### config.mk
export PLATFORM = sky130hd
export DESIGN_NAME = spi_slave_flat
export DESIGN_NICKNAME = d
export VERILOG_FILES = /design/src/rtl/spi_pkg.sv /design/src/rtl/spi_if.sv /design/src/rtl/spi_sync.sv /design/src/rtl/spi_slave.sv /design/src/flat_wrapper.sv
export SDC_FILE = /design/constraint.sdc
export NUM_CORES = 1
export LEC_CHECK = 0
export ABC_CLOCK_PERIOD_IN_PS = 4100
export CAP_MARGIN = 5
export CORE_ASPECT_RATIO = 0.8
export CORE_MARGIN = 4
export CORE_UTILIZATION = 55
export CTS_CLUSTER_DIAMETER = 30
export DETAILED_ROUTE_END_ITERATION = 6
export MAX_ROUTING_LAYER = met4
export PLACE_DENSITY = 0.85
export SKIP_CTS_REPAIR_TIMING = 1
export SLEW_MARGIN = 20
export SYNTH_ARGS = -nofsm -noshare
export SYNTH_HDL_FRONTEND = slang
export SYNTH_SLANG_ARGS = --single-unit
### constraint.sdc
create_clock -name clk -period 4.1 [get_ports clk]
set_input_delay 0.41 -clock clk [delete_from_list [all_inputs] [get_ports clk]]
set_output_delay 0.41 -clock clk [all_outputs]
set_load 0.005 [all_outputs]
### src/rtl/spi_pkg.sv
// Shared SPI definitions: responder FSM states, default frame width and
// the bit-counter sizing helper used by both SPI ends.
package spi_pkg;

    typedef enum logic {
        IDLE   = 1'b0,
        ACTIVE = 1'b1
    } spi_state_e;

    localparam int SPI_WIDTH = 8;

    function automatic int cnt_width(input int width);
        return $clog2(width + 1);
    endfunction

endpackage

### src/rtl/spi_if.sv
// SPI serial pins plus the parallel TX/RX side of the responder.
interface spi_if import spi_pkg::*; #(
    parameter int WIDTH = SPI_WIDTH
) ();

    logic             SCLK;
    logic             SS_N;
    logic             MOSI;
    logic             MISO;
    logic             MISO_OE;
    logic [WIDTH-1:0] TX_DATA;
    logic             TX_VALID;
    logic             TX_READY;
    logic [WIDTH-1:0] RX_DATA;
    logic             RX_VALID;
    logic             TX_UNDERRUN;
    logic             BUSY;

    modport slave (
        input  SCLK, SS_N, MOSI, TX_DATA, TX_VALID,
        output MISO, MISO_OE, TX_READY, RX_DATA, RX_VALID, TX_UNDERRUN, BUSY
    );

    modport master (
        output SCLK, SS_N, MOSI, TX_DATA, TX_VALID,
        input  MISO, MISO_OE, TX_READY, RX_DATA, RX_VALID, TX_UNDERRUN, BUSY
    );

endinterface

### src/rtl/spi_sync.sv
// Multi-flop synchroniser for one asynchronous pin, with registered
// rise/fall pulses derived from the synchronised level.
module spi_sync #(
    parameter int   SYNC_STAGES = 2,
    parameter logic RST_VAL     = 1'b0
) (
    input  logic clk,
    input  logic nrst,
    input  logic d,
    output logic q,
    output logic rise,
    output logic fall
);

    logic [SYNC_STAGES-1:0] sync_r;
    logic                   prev_r;
    logic                   rise_r;
    logic                   fall_r;

    // synchroniser chain, delayed copy and edge pulses
    always_ff @(posedge clk or negedge nrst) begin
        if (!nrst) begin
            sync_r <= {SYNC_STAGES{RST_VAL}};
            prev_r <= RST_VAL;
            rise_r <= 1'b0;
            fall_r <= 1'b0;
        end else begin
            sync_r <= {sync_r[SYNC_STAGES-2:0], d};
            prev_r <= sync_r[SYNC_STAGES-1];
            rise_r <= sync_r[SYNC_STAGES-1] & ~prev_r;
            fall_r <= ~sync_r[SYNC_STAGES-1] & prev_r;
        end
    end

    assign q    = sync_r[SYNC_STAGES-1];
    assign rise = rise_r;
    assign fall = fall_r;

endmodule

### src/rtl/spi_slave.sv
// SPI mode-0 responder, oversampled in the clk domain, with a one-deep
// TX buffer and a one-cycle RX strobe.
module spi_slave import spi_pkg::*; #(
    parameter int WIDTH       = SPI_WIDTH,
    parameter int SYNC_STAGES = 2
) (
    input  logic clk,
    input  logic nrst,
    spi_if.slave bus
);

    localparam int            CW       = cnt_width(WIDTH);
    localparam logic [CW-1:0] CNT_ZERO = CW'(0);
    localparam logic [CW-1:0] CNT_ONE  = CW'(1);
    localparam logic [CW-1:0] CNT_FULL = CW'(WIDTH);

    logic sclk_rise_s, sclk_fall_s, sclk_lvl_s;
    logic ss_rise_s, ss_fall_s, ss_lvl_s;
    logic mosi_s, mosi_rise_s, mosi_fall_s;
    logic unused_s;

    spi_sync #(.SYNC_STAGES(SYNC_STAGES), .RST_VAL(1'b0)) u_sync_sclk (
        .clk(clk), .nrst(nrst), .d(bus.SCLK),
        .q(sclk_lvl_s), .rise(sclk_rise_s), .fall(sclk_fall_s)
    );
    spi_sync #(.SYNC_STAGES(SYNC_STAGES), .RST_VAL(1'b1)) u_sync_ss (
        .clk(clk), .nrst(nrst), .d(bus.SS_N),
        .q(ss_lvl_s), .rise(ss_rise_s), .fall(ss_fall_s)
    );
    spi_sync #(.SYNC_STAGES(SYNC_STAGES), .RST_VAL(1'b0)) u_sync_mosi (
        .clk(clk), .nrst(nrst), .d(bus.MOSI),
        .q(mosi_s), .rise(mosi_rise_s), .fall(mosi_fall_s)
    );

    assign unused_s = ^{sclk_lvl_s, ss_lvl_s, mosi_rise_s, mosi_fall_s};

    spi_state_e       state_r, state_s;
    logic [CW-1:0]    cnt_r, cnt_s;
    logic [WIDTH-1:0] rx_shift_r, rx_shift_s;
    logic [WIDTH-1:0] tx_shift_r, tx_shift_s;
    logic [WIDTH-1:0] rx_data_r, rx_data_s;
    logic [WIDTH-1:0] buf_r, buf_s;
    logic             buf_full_r, buf_full_s;
    logic             rx_valid_r, rx_valid_s;
    logic             underrun_r, underrun_s;
    logic             miso_r, miso_s;
    logic             miso_oe_r, miso_oe_s;
    logic             load_s;
    logic             wr_s;

    // next-state, shifting and TX buffer logic
    always_comb begin
        state_s    = state_r;
        cnt_s      = cnt_r;
        rx_shift_s = rx_shift_r;
        tx_shift_s = tx_shift_r;
        rx_data_s  = rx_data_r;
        rx_valid_s = 1'b0;
        load_s     = 1'b0;

        case (state_r)
            IDLE: begin
                cnt_s = CNT_ZERO;
                if (ss_fall_s) begin
                    load_s  = 1'b1;
                    state_s = ACTIVE;
                end else begin
                    state_s = IDLE;
                end
            end
            ACTIVE: begin
                if (cnt_r == CNT_FULL) begin
                    rx_data_s  = rx_shift_r;
                    rx_valid_s = 1'b1;
                    cnt_s      = CNT_ZERO;
                end else begin
                    cnt_s = cnt_r;
                end
                // SS_N release wins over any SCLK edge in the same cycle
                if (ss_rise_s) begin
                    state_s = IDLE;
                    cnt_s   = CNT_ZERO;
                end else if (sclk_rise_s) begin
                    rx_shift_s = {rx_shift_r[WIDTH-2:0], mosi_s};
                    cnt_s      = cnt_r + CNT_ONE;
                end else if (sclk_fall_s) begin
                    if (cnt_r != CNT_ZERO) begin
                        tx_shift_s = {tx_shift_r[WIDTH-2:0], 1'b0};
                    end else begin
                        load_s = 1'b1;
                    end
                end else begin
                    state_s = ACTIVE;
                end
            end
            default: begin
                state_s = IDLE;
                cnt_s   = CNT_ZERO;
            end
        endcase

        // a load sees the buffer as it was before any same-cycle write
        underrun_s = load_s & ~buf_full_r;
        if (load_s) begin
            tx_shift_s = buf_full_r ? buf_r : {WIDTH{1'b0}};
        end else begin
            tx_shift_s = tx_shift_s;
        end

        wr_s       = bus.TX_VALID & ~buf_full_r;
        buf_s      = wr_s ? bus.TX_DATA : buf_r;
        buf_full_s = wr_s | (buf_full_r & ~load_s);

        miso_oe_s = (state_s == ACTIVE);
        miso_s    = (state_s == ACTIVE) ? tx_shift_s[WIDTH-1] : 1'b0;
    end

    // state and output registers
    always_ff @(posedge clk or negedge nrst) begin
        if (!nrst) begin
            state_r    <= IDLE;
            cnt_r      <= CNT_ZERO;
            rx_shift_r <= {WIDTH{1'b0}};
            tx_shift_r <= {WIDTH{1'b0}};
            rx_data_r  <= {WIDTH{1'b0}};
            buf_r      <= {WIDTH{1'b0}};
            buf_full_r <= 1'b0;
            rx_valid_r <= 1'b0;
            underrun_r <= 1'b0;
            miso_r     <= 1'b0;
            miso_oe_r  <= 1'b0;
        end else begin
            state_r    <= state_s;
            cnt_r      <= cnt_s;
            rx_shift_r <= rx_shift_s;
            tx_shift_r <= tx_shift_s;
            rx_data_r  <= rx_data_s;
            buf_r      <= buf_s;
            buf_full_r <= buf_full_s;
            rx_valid_r <= rx_valid_s;
            underrun_r <= underrun_s;
            miso_r     <= miso_s;
            miso_oe_r  <= miso_oe_s;
        end
    end

    assign bus.MISO        = miso_r;
    assign bus.MISO_OE     = miso_oe_r;
    assign bus.TX_READY    = ~buf_full_r;
    assign bus.RX_DATA     = rx_data_r;
    assign bus.RX_VALID    = rx_valid_r;
    assign bus.TX_UNDERRUN = underrun_r;
    assign bus.BUSY        = (state_r == ACTIVE);

endmodule

### src/flat_wrapper.sv
// flat-port wrapper written by rule: the top's interface ports become plain ports
module spi_slave_flat import spi_pkg::*;
#(
    parameter int WIDTH       = SPI_WIDTH,
    parameter int SYNC_STAGES = 2
)
  (clk, nrst, bus_SCLK, bus_SS_N, bus_MOSI, bus_TX_DATA, bus_TX_VALID, bus_MISO, bus_MISO_OE, bus_TX_READY, bus_RX_DATA, bus_RX_VALID, bus_TX_UNDERRUN, bus_BUSY);
  spi_if #(.WIDTH(WIDTH)) bus_i ();
  input  logic clk;
  input  logic nrst;
  input wire logic [$bits(bus_i.SCLK)-1:0] bus_SCLK;
  input wire logic [$bits(bus_i.SS_N)-1:0] bus_SS_N;
  input wire logic [$bits(bus_i.MOSI)-1:0] bus_MOSI;
  input wire logic [$bits(bus_i.TX_DATA)-1:0] bus_TX_DATA;
  input wire logic [$bits(bus_i.TX_VALID)-1:0] bus_TX_VALID;
  output wire logic [$bits(bus_i.MISO)-1:0] bus_MISO;
  output wire logic [$bits(bus_i.MISO_OE)-1:0] bus_MISO_OE;
  output wire logic [$bits(bus_i.TX_READY)-1:0] bus_TX_READY;
  output wire logic [$bits(bus_i.RX_DATA)-1:0] bus_RX_DATA;
  output wire logic [$bits(bus_i.RX_VALID)-1:0] bus_RX_VALID;
  output wire logic [$bits(bus_i.TX_UNDERRUN)-1:0] bus_TX_UNDERRUN;
  output wire logic [$bits(bus_i.BUSY)-1:0] bus_BUSY;
  assign bus_i.SCLK = bus_SCLK;
  assign bus_i.SS_N = bus_SS_N;
  assign bus_i.MOSI = bus_MOSI;
  assign bus_i.TX_DATA = bus_TX_DATA;
  assign bus_i.TX_VALID = bus_TX_VALID;
  assign bus_MISO = bus_i.MISO;
  assign bus_MISO_OE = bus_i.MISO_OE;
  assign bus_TX_READY = bus_i.TX_READY;
  assign bus_RX_DATA = bus_i.RX_DATA;
  assign bus_RX_VALID = bus_i.RX_VALID;
  assign bus_TX_UNDERRUN = bus_i.TX_UNDERRUN;
  assign bus_BUSY = bus_i.BUSY;
  spi_slave #(.WIDTH(WIDTH), .SYNC_STAGES(SYNC_STAGES)) u_core (.clk(clk), .nrst(nrst), .bus(bus_i));
endmodule
== Yosys cells after proc, flatten, opt, wreduce, memory -nomap -nowiden ==
Cells that the tools add are included.

* Register bits after elaboration: 53
* Input port bits: 14
* Output and inout bits: 14

* $add $sub $neg: 1
* Equality and inequality tests: 4
* Muxes and demuxes: 22
* Bitwise gates (word level): 16
* Reductions and logical operators: 7

{| class="wikitable"
|+ Operators with widths
! operator !! number
|-
| two-way mux 8 bit || 7
|-
| two-way mux 4 bit || 3
|-
| two-way mux 1 bit || 9
|-
| NOT 1 bit || 8
|-
| one-hot mux 4 bit (2 select lines) || 1
|-
| bitwise AND 1 bit || 7
|-
| nonzero test 2 bit || 3
|-
| AND reduction 5 bit || 1
|-
| adder 4 x 1 -> 4 bit (second input constant) || 1
|-
| == test 4 bit (second input constant) || 1
|-
| inequality test 2 x 1 -> 1 bit (second input constant) || 2
|-
| inequality test 4 bit (second input constant) || 1
|-
| one-hot mux 1 bit (2 select lines) || 2
|-
| nonzero test 4 bit || 1
|-
| AND reduction 3 bit || 1
|-
| AND reduction 2 bit || 1
|-
| OR 1 bit || 1
|}

== Longest topological paths before layout ==
* Depth after elaboration: 9
* Depth in mapped cells: 6
* Gate-level depth less buffers: 6

== Hierarchy ==
From an unflattened synthesis, not the netlist that was laid out.

* Cell total of the unflattened synthesis: 151
* Area total of the unflattened synthesis: 2,145.8 µm²

{| class="wikitable"
|+ Modules (own cells, without submodules)
! module !! times used !! cells each !! area an instance (µm²) !! seq. area each (µm²)
|-
| spi_slave || 1 || 130 || 1,721.7 || 1,026.0
|-
| spi_sync (u_core.u_sync_mosi ...) || 2 || 7 || 140.1 || 125.1
|-
| spi_sync (u_core.u_sync_ss) || 1 || 7 || 143.9 || 128.9
|}

== Worst setup path after synthesis ==
Ideal clock, no wire load.

* Kind: register to register
* Start point: reg u_core.cnt_r[0]
* End point: reg u_core.tx_shift_r[0]
* Setup time: 122 ps
* Data arrival time: 1,439 ps
* Required time: 3,978 ps
* Slack: 2,539 ps
* Cell stages (with the launch flop): 7
* Period minus slack after synthesis: 1,561 ps
* Cells stage by stage: dfrtp_1 > inv_1 > ha_1 > nor3b_1 > nor2_2 > nor2_1 > a32o_1

* Longest elaborated chain between the ends: 8
* Elaborated cells on any way between the ends: 13
* Those cells by class: eq/ne (2); mux (6); reduce/logical (5)

{| class="wikitable"
|+ RTL lines
! element !! RTL line !! source
|-
| from (decl) || spi_slave.sv:38 || <nowiki>logic [CW-1:0] cnt_r, cnt_s;</nowiki>
|-
| from (signal assigned) || spi_slave.sv:134 || <nowiki>cnt_r <= cnt_s;</nowiki>
|-
| nonzero test 4 bit * || spi_slave.sv:87 || <nowiki>if (cnt_r != CNT_ZERO) begin</nowiki>
|-
| two-way mux 1 bit || spi_slave.sv:87 ||
|-
| two-way mux 1 bit || spi_slave.sv:86 || <nowiki>end else if (sclk_fall_s) begin</nowiki>
|-
| two-way mux 1 bit || spi_slave.sv:83 || <nowiki>end else if (sclk_rise_s) begin</nowiki>
|-
| two-way mux 1 bit || spi_slave.sv:80 || <nowiki>if (ss_rise_s) begin</nowiki>
|-
| one-hot mux 1 bit (2 select lines) || spi_slave.sv:61 || <nowiki>case (state_r)</nowiki>
|-
| inequality test 2 x 1 -> 1 bit (no source line) / nonzero test 2 bit (equally long branches) || -- ||
|-
| AND reduction 5 bit (no source line) || -- ||
|-
| to (signal assigned) || spi_slave.sv:124 || <nowiki>tx_shift_r <= {WIDTH{1'b0}};</nowiki>
|-
| to (signal assigned) || spi_slave.sv:136 || <nowiki>tx_shift_r <= tx_shift_s;</nowiki>
|-
| to (decl) || spi_slave.sv:40 || <nowiki>logic [WIDTH-1:0] tx_shift_r, tx_shift_s;</nowiki>
|}

Mark *: on every way between the ends. The rest lies on a longest branch, timed or not.
A chain may end at the register's enable or synchronous reset.

== Final worst setup path ==
* Start point: reg u_core.buf_full_r
* End point: out bus_TX_READY

* Longest elaborated chain between the ends: 1

{| class="wikitable"
|+ RTL lines
! element !! RTL line !! source
|-
| from (decl) || spi_slave.sv:43 || <nowiki>logic buf_full_r, buf_full_s;</nowiki>
|-
| from (signal assigned) || spi_slave.sv:139 || <nowiki>buf_full_r <= buf_full_s;</nowiki>
|-
| NOT 1 bit || spi_slave.sv:149 || <nowiki>assign bus.TX_READY = ~buf_full_r;</nowiki>
|-
| to (decl) || flat_wrapper.sv:18 || <nowiki>output wire logic [$bits(bus_i.TX_READY)-1:0] bus_TX_READY;</nowiki>
|}

Every way passes these cells.

==> summary.txt <==
Syn nets: 183
Asr flop ratio synth: 1.000
CTS Buf Count: 5
CP Cell Sequence: inv_1, clkdlybuf4s50_1
Synth top area share: 0.6075
Worst Path Required: 3.69 ns
Routed vias: 1263
H-tree Lvls: 2
Hold Path Class: in2async
Crit. End Element: output pin
Die X: 76.42 um
Largest net degree at the start of global routing: 54
Post-synthesis cell type with the largest combined area: dfrtp_1
Mapped Area: 2059 sq um
Number of global-route vias before repair: 1370
FF+latch area: 1330 sq um
Initial Util: 0.5853
Final Hold Vio Count: 0
Multi-input logic area: 683.2 sq um
Crit path kind: reg2out
Gpl congestion: 0.7567
Setup violations, final: 0
Clk sinks: 53
Worst-Skew Late Latency: 0.29 ns
Die Y: 62.73 um
DR DRC count: 0
Dpl cells: 230
Maximum VDD drop: 308.6 uV
Area growth, synth to finish: 18.41%
Die Area: 4794 sq um
Post-synthesis sequential area ratio: 0.6458
Number of synthesis warnings: 0
Final slew viol count: 0
Leakage: 1.130 nW
Initial antenna violation count: 0
Top-Level Pins: 28
Critical Path Fanout Max: 11
Final non-filler cell total: 237
CP max stage delay: 0.50 ns
Pre-antenna DRT Iters: 4
EDFF count, synth: 0
Post-DP HPWL: 2442 um
Vias per cell: 5.329
# fillers: 266
Relative slew slack: 0.5065
Highest Clock Rate: 554.9 MHz
CTS tree: built
Cells after Synth: 167
Status: complete, no violations
Max_cap viols: 0
Worst Max-Slew Pin Slew: 0.7387 ns
Synth unique cells: 29
Element type at the critical path start: flip-flop
Final nets: 211
Worst Path Buf+Inv: 2
Clock skew: 0.002737 ns
Commonest cells post-synth: dfrtp_1 (50), nand2_1 (35), mux2_2 (16), o21ai_0 (10), and2_1 (8)
Total track usage: 0.1551
Final Cycle Share: 0.4395
Final Critical Period: 1.802 ns
Unrepaired setup endpoints after global routing: no
Register bit total from synthesis: 53
CP max-delay cell: clkdlybuf4s50_1
Layout cell share with drive strength beyond 1: 0.1436
Top_reg_cell synth: dfrtp_1
Synth area leaders: dfrtp_1 (61%), mux2_2 (8.7%), nand2_1 (6.4%)
Initial DRC Count: 28
Syn Area/Cell: 12.33 sq um
Antenna diode count: 0
Port bufs: 27
Core Area: 3518 sq um
Clk slew on worst S/H paths: 0.08 ns
Pwr Density: 510.8 nW/um^2
DR WL/cell: 14.08 um
Crit path max-delay family: buffers and inverters
Root Driver: clkbuf_8
Arr. time, crit path: 1.39 ns
Setup_tns: 0 ns
Total grt overflow: 0
First-pass GRT wire length: 5816 um
Final Util: 0.6931
Routed Wire Length: 3336 um
Row count: 19
Most frequent cell after synthesis: dfrtp_1
Clock buffer depth: 2
Routed Antenna Nets: 0
final cells by class:
type	instances	share of cell area
clock buffers	7	0.03540
inverters	5	0.007696
multi-input cells	103	0.2801
flip-flops and latches	53	0.5454
well taps	42	0.02155
repair buffers	27	0.1098
through the flow:
stage	total power, mW	hold slack, ns	setup slack [ns]	area, sq um
3_3_place_gp	0.9514	0.3338	2.184	2350
3_5_place_dp	0.9757	0.3463	2.103	2350
5_1_grt	1.323	0.1843	2.183	2439
4_1_cts	1.258	0.3629	2.281	2436
2_1_floorplan	0.8815	0.1144	2.539	2059
6_report	1.246	0.1273	2.298	2439
cell families after synthesis:
family,after synthesis,synth area share
AND/OR/NAND/NOR,64,0.1537
AO/OA/AOI/OAI,14,0.04496
flip-flops,53,0.6458
XOR/XNOR,1,0.004254
multiplexers,22,0.1166
adder cells (fa/ha/maj),2,0.01215
buffers and inverters,11,0.02247
cells in the final DEF, fill, tap and decap left out, drive strengths merged:
| cell | instances |
|---|---|
| o311ai | 1 |
| nor2 | 3 |
| o21bai | 1 |
| xor2 | 1 |
| nand2b | 3 |
| mux2i | 6 |
| dfstp | 3 |
| nand2 | 35 |
| a22o | 1 |
| nand4bb | 1 |
| clkbuf | 7 |
| ha | 2 |
| nand3b | 1 |
| nor2b | 6 |
| buf | 1 |
| nor3b | 1 |
| or4b | 1 |
| inv | 4 |
| a32o | 1 |
| nor3 | 2 |
| nand3 | 2 |
| clkdlybuf4s50 | 26 |
| mux2 | 16 |
| and3b | 1 |
| clkinv | 1 |
| and2 | 8 |
| o21ai | 10 |
| dfrtp | 50 |
where the power goes:
part	leakage [nW]	switching (mW)	internal [mW]
sequential	0.678	0.0768	0.640
clock	0.0443	0.150	0.134
combinational	0.407	0.106	0.139
total	1.13	0.332	0.913
routing by layer:
metal / GRT usage / up-vias / share of wire
met5: - / - / 0
met4: 0.05430 / 0 / 0.0099
met2: 0.2818 / 22 / 0.53
met1: 0.1691 / 629 / 0.43
met3: 0.03170 / 5 / 0.030
li1: - / 607 / -
worst paths after layout:
check / startpoint / end / slack, ns / depth (start not counted)
max: u_core.buf_full_r / bus_TX_READY / 2.30 / 2
min: nrst / u_core.buf_r[2] / 0.13 / 1
max reg2reg: u_core.cnt_r[0] / u_core.tx_shift_r[0] / 2.30 / 6
min reg2reg: u_core.u_sync_sclk.sync_r[0] / u_core.u_sync_sclk.sync_r[1] / 0.36 / 0
max in group asynchronous: nrst / u_core.cnt_r[1] / 3.55 / 1
min in group clk: u_core.u_sync_sclk.sync_r[0] / u_core.u_sync_sclk.sync_r[1] / 0.36 / 0
state kept, by name (all words and copies together) (netlist names), 2 cells and up:
register	count
u_core.u_sync_sclk.sync_r	2
u_core.u_sync_ss.sync_r	2
u_core.tx_shift_r	8
u_core.rx_shift_r	8
u_core.bus.RX_DATA	8
u_core.buf_r	8
u_core.cnt_r	4
u_core.u_sync_mosi.sync_r	2
(Power assumes the default switching activity.)
